===== config.mk =====
export PLATFORM = sky130hd
export DESIGN_NAME = dma_rd_split
export DESIGN_NICKNAME = d
export VERILOG_FILES = /design/src/rtl/dma_rd_split.sv
export SDC_FILE = /design/constraint.sdc
export NUM_CORES = 1
export LEC_CHECK = 0
export BUFFER_PORTS_ARGS = -buffer_cell sky130_fd_sc_hd__buf_4
export CAP_MARGIN = 25
export CORE_MARGIN = 3
export CORE_UTILIZATION = 31
export DETAILED_ROUTE_END_ITERATION = 7
export GPL_TIMING_DRIVEN = 0
export PLACE_DENSITY = 0.53
export SYNTH_ARGS = -nofsm -noshare
export SYNTH_HDL_FRONTEND = slang
export SYNTH_SLANG_ARGS = --single-unit

===== constraint.sdc =====
create_clock -name clk -period 7.58 [get_ports clk]
set_input_delay 0.379 -clock clk [delete_from_list [all_inputs] [get_ports clk]]
set_output_delay 0.379 -clock clk [all_outputs]
set_load 0.02 [all_outputs]

===== src/rtl/dma_rd_split.sv =====
// dma_rd_split: breaks one large read request into dma_rd commands that never
// exceed MAX_BURST words and never cross a BOUNDARY-byte address boundary.
module dma_rd_split #(
  parameter int AXI_ADDR_WIDTH   = 32,
  parameter int AXI_DATA_WIDTH   = 32,
  parameter int CONFIG_LEN_WIDTH = 9,
  parameter int XFER_LEN_WIDTH   = 20,
  parameter int MAX_BURST        = 256,
  parameter int BOUNDARY         = 4096
) (
  input  logic                        clk,
  input  logic                        rst_n,
  input  logic                        req_valid,
  output logic                        req_ready,
  input  logic [AXI_ADDR_WIDTH-1:0]   req_addr,
  input  logic [XFER_LEN_WIDTH-1:0]   req_len,
  output logic                        config_valid,
  input  logic                        config_ready,
  output logic [AXI_ADDR_WIDTH-1:0]   config_addr,
  output logic [CONFIG_LEN_WIDTH-1:0] config_len,
  input  logic                        config_empty,
  output logic                        busy,
  output logic                        done,
  output logic [XFER_LEN_WIDTH-1:0]   cmd_count
);

  localparam int BPW     = AXI_DATA_WIDTH / 8;
  localparam int BPW_LOG = $clog2(BPW);
  localparam int CW      = (AXI_ADDR_WIDTH + 1 > XFER_LEN_WIDTH) ? AXI_ADDR_WIDTH + 1 : XFER_LEN_WIDTH;

  typedef enum logic [1:0] {IDLE, ISSUE, DRAIN, FINISH} state_t;

  state_t                    state;
  logic [AXI_ADDR_WIDTH-1:0] cur_addr;
  logic [XFER_LEN_WIDTH-1:0] remaining;
  logic                      drain_guard;

  logic [AXI_ADDR_WIDTH-1:0] bnd_off;
  logic [CW-1:0]             room;
  logic [CW-1:0]             chunk_w;
  logic [XFER_LEN_WIDTH-1:0] chunk;
  logic                      push;
  logic                      last_cmd;

  // Chunk is the smallest of what is left, the burst cap and the room up to the next boundary.
  always_comb begin
    bnd_off = cur_addr & AXI_ADDR_WIDTH'(BOUNDARY - 1);
    room    = (CW'(BOUNDARY) - CW'(bnd_off)) >> BPW_LOG;
    chunk_w = CW'(remaining);
    if (chunk_w > CW'(MAX_BURST))
      chunk_w = CW'(MAX_BURST);
    if (chunk_w > room)
      chunk_w = room;
    chunk = XFER_LEN_WIDTH'(chunk_w);
  end

  // dma_rd pushes unconditionally on config_valid, so it is gated by config_ready.
  assign push         = (state == ISSUE) && config_ready;
  assign last_cmd     = (remaining == chunk);
  assign config_valid = push;
  assign config_addr  = cur_addr;
  assign config_len   = CONFIG_LEN_WIDTH'(chunk);
  assign req_ready    = (state == IDLE);
  assign busy         = (state != IDLE);
  assign done         = (state == FINISH);

  always_ff @(posedge clk or negedge rst_n) begin
    if (!rst_n) begin
      state       <= IDLE;
      cur_addr    <= '0;
      remaining   <= '0;
      cmd_count   <= '0;
      drain_guard <= 1'b0;
    end else begin
      case (state)
        IDLE: begin
          if (req_valid) begin
            cur_addr  <= req_addr & ~AXI_ADDR_WIDTH'(BPW - 1);
            remaining <= req_len;
            cmd_count <= '0;
            state     <= (req_len == '0) ? FINISH : ISSUE;
          end
        end
        ISSUE: begin
          if (push) begin
            cur_addr  <= cur_addr + (AXI_ADDR_WIDTH'(chunk) << BPW_LOG);
            remaining <= remaining - chunk;
            cmd_count <= cmd_count + XFER_LEN_WIDTH'(1);
            if (last_cmd) begin
              state       <= DRAIN;
              drain_guard <= 1'b1;
            end
          end
        end
        // The guard cycle lets the last push become visible in config_empty before it is trusted.
        DRAIN: begin
          if (drain_guard)
            drain_guard <= 1'b0;
          else if (config_empty)
            state <= FINISH;
        end
        FINISH: state <= IDLE;
        default: state <= IDLE;
      endcase
    end
  end

endmodule


==> impl_metrics.toml, run 1 <==
[sta]
rsz0062_at_grt = "no"
slew_viol_final = 0
whs_ns = 0.236
tns_ns = 0
max_clock_freq_mhz = 158
setup_violations = 0
tightest_slew_ns = 0.858
finClkSkew_ns = 0.00690
slew-limit-headroom_pct = 42.8
min_period_ns = 6.32
final_hold_viol_count = 0
finalCritPeriodShare_pct = 83.3

[clocking]
clk_latency_ns = 0.35
post_cts_resized = 0
post_cts_buffers = 0
clkTransAtPathRegs_ns = 0.07
cts_buffers = 9
cts_root_buf = "clkbuf_16"
cts_buffer_depth = 2
cts_tree = "done"
h-tree-depth = 3
cts.sinks = 73

[place]
placed_cells = 1156
gp_congestion = 0.888
dp_hpwl_mm = 16.3
port_buffers = 117

[global_route]
met3_usage_pct = 2.89
grt_pass1_wl_mm = 32.9
grtUsageTotal_pct = 18.9
grt_max_degree = 74
grt_use_met1_pct = 27.2
grt_pass1_vias = 5866
grt_busiest_layer = "met2"
grt_overflow_total = 0
antenna_found_initial = 0
met2_usage_pct = 29.2

[cells_and_area]
layout.cells.non_filler = 1174
nets = 1020
final_common_cell = "buf_4"
area_delta_synth_final_pct = 26.2
layout-drive-gt1-share_pct = 18.5
layout_common_cells = "buf_4, a21oi_1, dfrtp_1, nand2_1, nor2_1"
diodes = 0

[min_path]
min_from = "req_addr[28]"
holdPathEnd = "config_addr[28]"
holdPathStages = 2
hold_class = "input pin to flip-flop"

[setup_path]
cpPeakStageDelay_ns = 0.46
critPathKind = "flip-flop to flip-flop"
crit_slowest_cell = "mux2i_1"
ff2ff_setup_slack_ns = 1.26
required_ns = 7.79
crit_arrival_ns = 6.52
cpMostUsedCell = "a21oi_1"
startpoint_type = "flip-flop"
cp-end-kind = "flip-flop"
r2r_end = "config_addr[30]"
cp_max_fo = 10
reg2reg_depth = 25
timing.rr.start = "remaining[14]"

[synth]
synth-compound-area-share_pct = 22.9
ys_ff_latch = 73
synth_seq_area_share_pct = 28.8
synth-simple-area-share_pct = 18.9
synth_edf_count = 0
yosys.area_share.xor_xnor_pct = 7.05
synth-main-ff-cell = "dfrtp_1"
ys_async_sr_fraction_pct = 100
syn_area_per_cell_um2 = 8.40
synth-adder-area-share_pct = 11.9
synth_top_family_by_area = "compound AO/OA/AOI/OAI gates"
syn-cell-area_um2 = 6340
synthCells = 755
synth.distinct_cells = 71
muxShareOfSynthArea_pct = 6.32
yosysWarnings = 0

[job]
drv_cap = 0

[floorplanning]
rows = 51
start_util_pct = 32.0
ios = 122
coreArea_um2 = 19800
die_area_um2 = 22200
die-width_um = 149
dieHeight_um = 149

[routing]
detail_route.iter0.violations = 365
wl_mm = 20.9
via_count = 6125
antenna_left = 0
dr.pass1.iters = 5
route.detailed.wl_per_inst_um = 17.8
drc = 0
via_per_inst = 5.22

[power]
total_power_mw = 3.79
p_leak_nw = 3.76
peakVddDrop_mv = 0.162
p_per_area_nw_per_um2 = 473

[outcome]
status = "completed"
layer usage:
| layer | up-vias | wire [um] |
|---|---|---|
| li1 | 3037 | - |
| met1 | 2909 | 10100 |
| met2 | 162 | 9410 |
| met3 | 17 | 1070 |
| met4 | 0 | 333 |
| met5 | - | 0 |
sequential cells by signal, indices dropped and copies added, names as in the netlist:
| name | cells |
|---|---|
| config_addr | 30 |
| cmd_count | 20 |
| remaining | 20 |
| state | 2 |
| drain_guard | 1 |
worst max-delay path: cells and delay by family, from the launching register on:
family | cells | cell delay [ns]
AO/OA/AOI/OAI | 10 | 2.11
adder cells (fa/ha/maj) | 3 | 0.90
buffers and inverters | 2 | 0.36
flip-flops | 1 | 0.43
multiplexers | 2 | 0.68
AND/OR/NAND/NOR | 8 | 1.68
cell type report:
type | count | area [um^2]
Timing Repair Buffer | 119 | 916
Clock inverter | 6 | 115
Sequential cell | 73 | 1830
Inverter | 26 | 97.6
Buffer | 33 | 158
Tap cell | 265 | 332
Clock buffer | 10 | 229
Fill cell | 2088 | 11800
Multi-Input combinational cell | 642 | 4330
cell usage after synthesis, drive strengths merged (10+ instances only):
| cell | count | share of area [%] |
|---|---|---|
| xnor2 | 21 | 2.9 |
| o21ai | 38 | 3.1 |
| mux2i | 31 | 4.9 |
| and3 | 14 | 1.4 |
| a21o | 24 | 2.8 |
| buf | 16 | 1.5 |
| nand3 | 21 | 1.7 |
| nor3 | 14 | 1.2 |
| nand2b | 10 | 0.99 |
| a21oi | 87 | 6.9 |
| dfrtp | 73 | 29 |
| nand4 | 11 | 1.1 |
| o22ai | 19 | 1.9 |
| xor2 | 30 | 4.1 |
| ha | 57 | 11 |
| clkbuf | 17 | 1.0 |
| nor4 | 12 | 1.2 |
| nor2 | 60 | 3.6 |
| inv | 26 | 1.5 |
| nand2 | 70 | 4.1 |
cells by family after synthesis:
logic type                 count (synthesis)
and+or+nand+nor                          245
AOI/OAI and AO/OA                        227
DFF                                       73
adders and majority gates                 59
buffers and inverters                     59
xor gates and xnor gates                  51
muxes                                     39
other                                      2
report_power, final:
part | internal, mW | switching [mW] | total, mW
sequential | 0.543 | 0.204 | 0.747
combinational | 1.05 | 1.48 | 2.53
clock | 0.324 | 0.190 | 0.514
what timing repair did:
action	CTS	global route
hold buffers	0	1
setup endpoints to repair	0	0
hold endpoints to repair	0	16
worst max-delay path by stage:
| stage | slack (ns) | end | from |
|---|---|---|---|
| global route | 0.85 | config_addr[30] | remaining[14] |
| global placement | 1.26 | config_addr[30] | remaining[14] |
| CTS | 1.27 | config_addr[30] | remaining[14] |
| finish | 1.26 | config_addr[30] | remaining[14] |
| floorplan | 2.15 | config_addr[30] | remaining[19] |
| detailed placement | 1.31 | config_addr[30] | remaining[14] |
stage by stage:
step / util, % / area (um^2) / setup WS (ns)
2_1_floorplan: - / 6410 / 2.15
4_1_cts: 40.3 / 7970 / 1.27
3_5_place_dp: 38.5 / 7620 / 1.31
3_3_place_gp: 38.5 / 7620 / 1.26
5_1_grt: 40.5 / 8000 / 0.847
6_report: 40.5 / 8000 / 1.26
Power figures use the tool's default switching activity.
==> run 2: changes to the inputs <==
- PLACE_DENSITY: 0.53 -> 0.55
- clock period: 7.58 -> 5.7 ns (I/O delays scaled with it)
==> impl_metrics.toml, run 2 (synthesized netlist as in run 1, its figures left out) <==
[outcome]
status = "completed"

[power]
clock_power_share_pct = 11.7
comb_power_share_pct = 68.2
peakVddDrop_mv = 0.226
p_seq_share_pct = 20.1
total_power_mw = 5.04
p_sw_mw = 2.54
sw_frac_of_total_pct = 50.5
p_per_area_nw_per_um2 = 620
p_leak_nw = 3.80
internal_power_mw = 2.49

[cells_and_area]
diodes = 0
layout_common_cells = "buf_4, a21oi_1, dfrtp_1, nand2_1, nor2_1"
layout.cells.non_filler = 1185
nets = 1031
area_delta_synth_final_pct = 28.1
final_util_pct = 41.1
layout-drive-gt1-share_pct = 20.5
largest_reg_flops = 30
final_common_cell = "buf_4"

[sta]
setup_violations = 0
max_clock_freq_mhz = 186
slew-limit-headroom_pct = 42.6
fin_ws_ns = 0.317
finClkSkew_ns = 0.00811
final_hold_viol_count = 0
slew_viol_final = 0
tightest_slew_ns = 0.861
min_period_ns = 5.38
finalCritPeriodShare_pct = 94.4

[setup_path]
r2r_end = "config_addr[30]"
crit_arrival_ns = 5.59
required_ns = 5.91
ff2ff_setup_slack_ns = 0.32
cpPeakStageDelay_ns = 0.44
startpoint_type = "flip-flop"
reg2reg_depth = 25
worstSetupStartpoint = "remaining[14]"
critPathKind = "flip-flop to flip-flop"
cp-end-kind = "flip-flop"
cp_max_fo = 7
timing.rr.start = "remaining[14]"
crit_slowest_cell = "dfrtp_1"

[clocking]
h-tree-depth = 3
cts_buffers = 9
cts_buffer_depth = 2
cts_root_buf = "clkbuf_16"
cts_tree = "done"
clkTransAtPathRegs_ns = 0.07
cts.sinks = 73
clk_latency_ns = 0.35

[min_path]
holdPathEnd = "config_addr[28]"
holdPathStages = 2
min_from = "req_addr[28]"
hold_class = "input pin to flip-flop"

[place]
gp_congestion = 0.906
placed_cells = 1156
port_buffers = 117
dp_hpwl_mm = 16.3
dp_worst_setup_slack_ns = -0.480

[routing]
dr.pass1.iters = 5
drc = 0
route.detailed.wl_per_inst_um = 17.8
detail_route.iter0.violations = 426
antenna_left = 0
wl_mm = 21.1
via_count = 6194
via_per_inst = 5.23

[global_route]
grtUsageTotal_pct = 19.3
grt_pass1_vias = 6089
grt_overflow_total = 0
grt_pass1_wl_mm = 34.1
antenna_found_initial = 0
grt_max_degree = 74

[floorplanning]
die_area_um2 = 22200
ios = 122
start_util_pct = 32.0
dieHeight_um = 149
coreArea_um2 = 19800
die-width_um = 149
rows = 51

[job]
drv_cap = 0
[run 2: critical path, delay by kind of cell (launching register included)]
kind,cells,cell delay (ns)
AOI/OAI and AO/OA,10,1.79
and+or+nand+nor,8,1.52
adders and majority gates,3,0.79
muxes,2,0.51
DFF,1,0.44
buffers and inverters,2,0.20
[run 2: stage by stage]
stage,hold slack [ns],setup TNS [ns],instance area [um^2]
2_1_floorplan,-0.0106,0,6410
6_report,0.136,0,8120
3_5_place_dp,0.493,-2.14,7620
5_1_grt,0.132,-0.0975,8120
3_3_place_gp,0.496,-4.22,7620
4_1_cts,0.125,0,7970
[run 2: worst max-delay path by stage]
stage	to	slack, ns
2_1_floorplan	config_addr[30]	0.27
3_3_place_gp	config_addr[30]	-0.66
3_5_place_dp	config_addr[30]	-0.48
4_1_cts	config_addr[30]	0.03
5_1_grt	config_addr[30]	-0.04
6_report	config_addr[30]	0.32
[run 2: layout make-up]
type / count / area [um^2]
fillers: 2065 / 11700
multi-input cells: 642 / 4400
flip-flops and latches: 73 / 1830
repair buffers: 130 / 998
well taps: 265 / 332
clock buffers: 10 / 229
plain buffers: 33 / 164
inverters: 26 / 97.6
clock inverters: 6 / 68.8
[run 2: routing by layer]
| layer | up-vias | track usage, % | routed length (um) |
|---|---|---|---|
| met5 | - | 0 | 0 |
| met4 | 0 | 4.76 | 256 |
| met3 | 18 | 2.01 | 899 |
| met2 | 160 | 30.0 | 9570 |
| met1 | 2950 | 28.6 | 10400 |
| li1 | 3066 | - | - |
[run 2: timing repair]
| item | CTS | global route |
|---|---|---|
| pin swaps | 1 | 7 |
| buffers inserted | 2 | 9 |
| hold buffers | 0 | 1 |
| gates resized for setup | 6 | 13 |
| gates cloned | 0 | 0 |
| endpoints found under the hold margin | 0 | 21 |
| endpoints found under the setup margin | 9 | 12 |
[run 2: power by group through the flow]
stage / sequential (mW) / clock [mW] / combinational, mW
floorplan: 1.05 / 0 / 2.29
detailed placement: 0.997 / 0 / 3.34
global placement: 1.00 / 0 / 3.31
CTS: 0.997 / 0.601 / 3.36
finish: 1.01 / 0.589 / 3.44
global route: 1.04 / 0.619 / 3.84
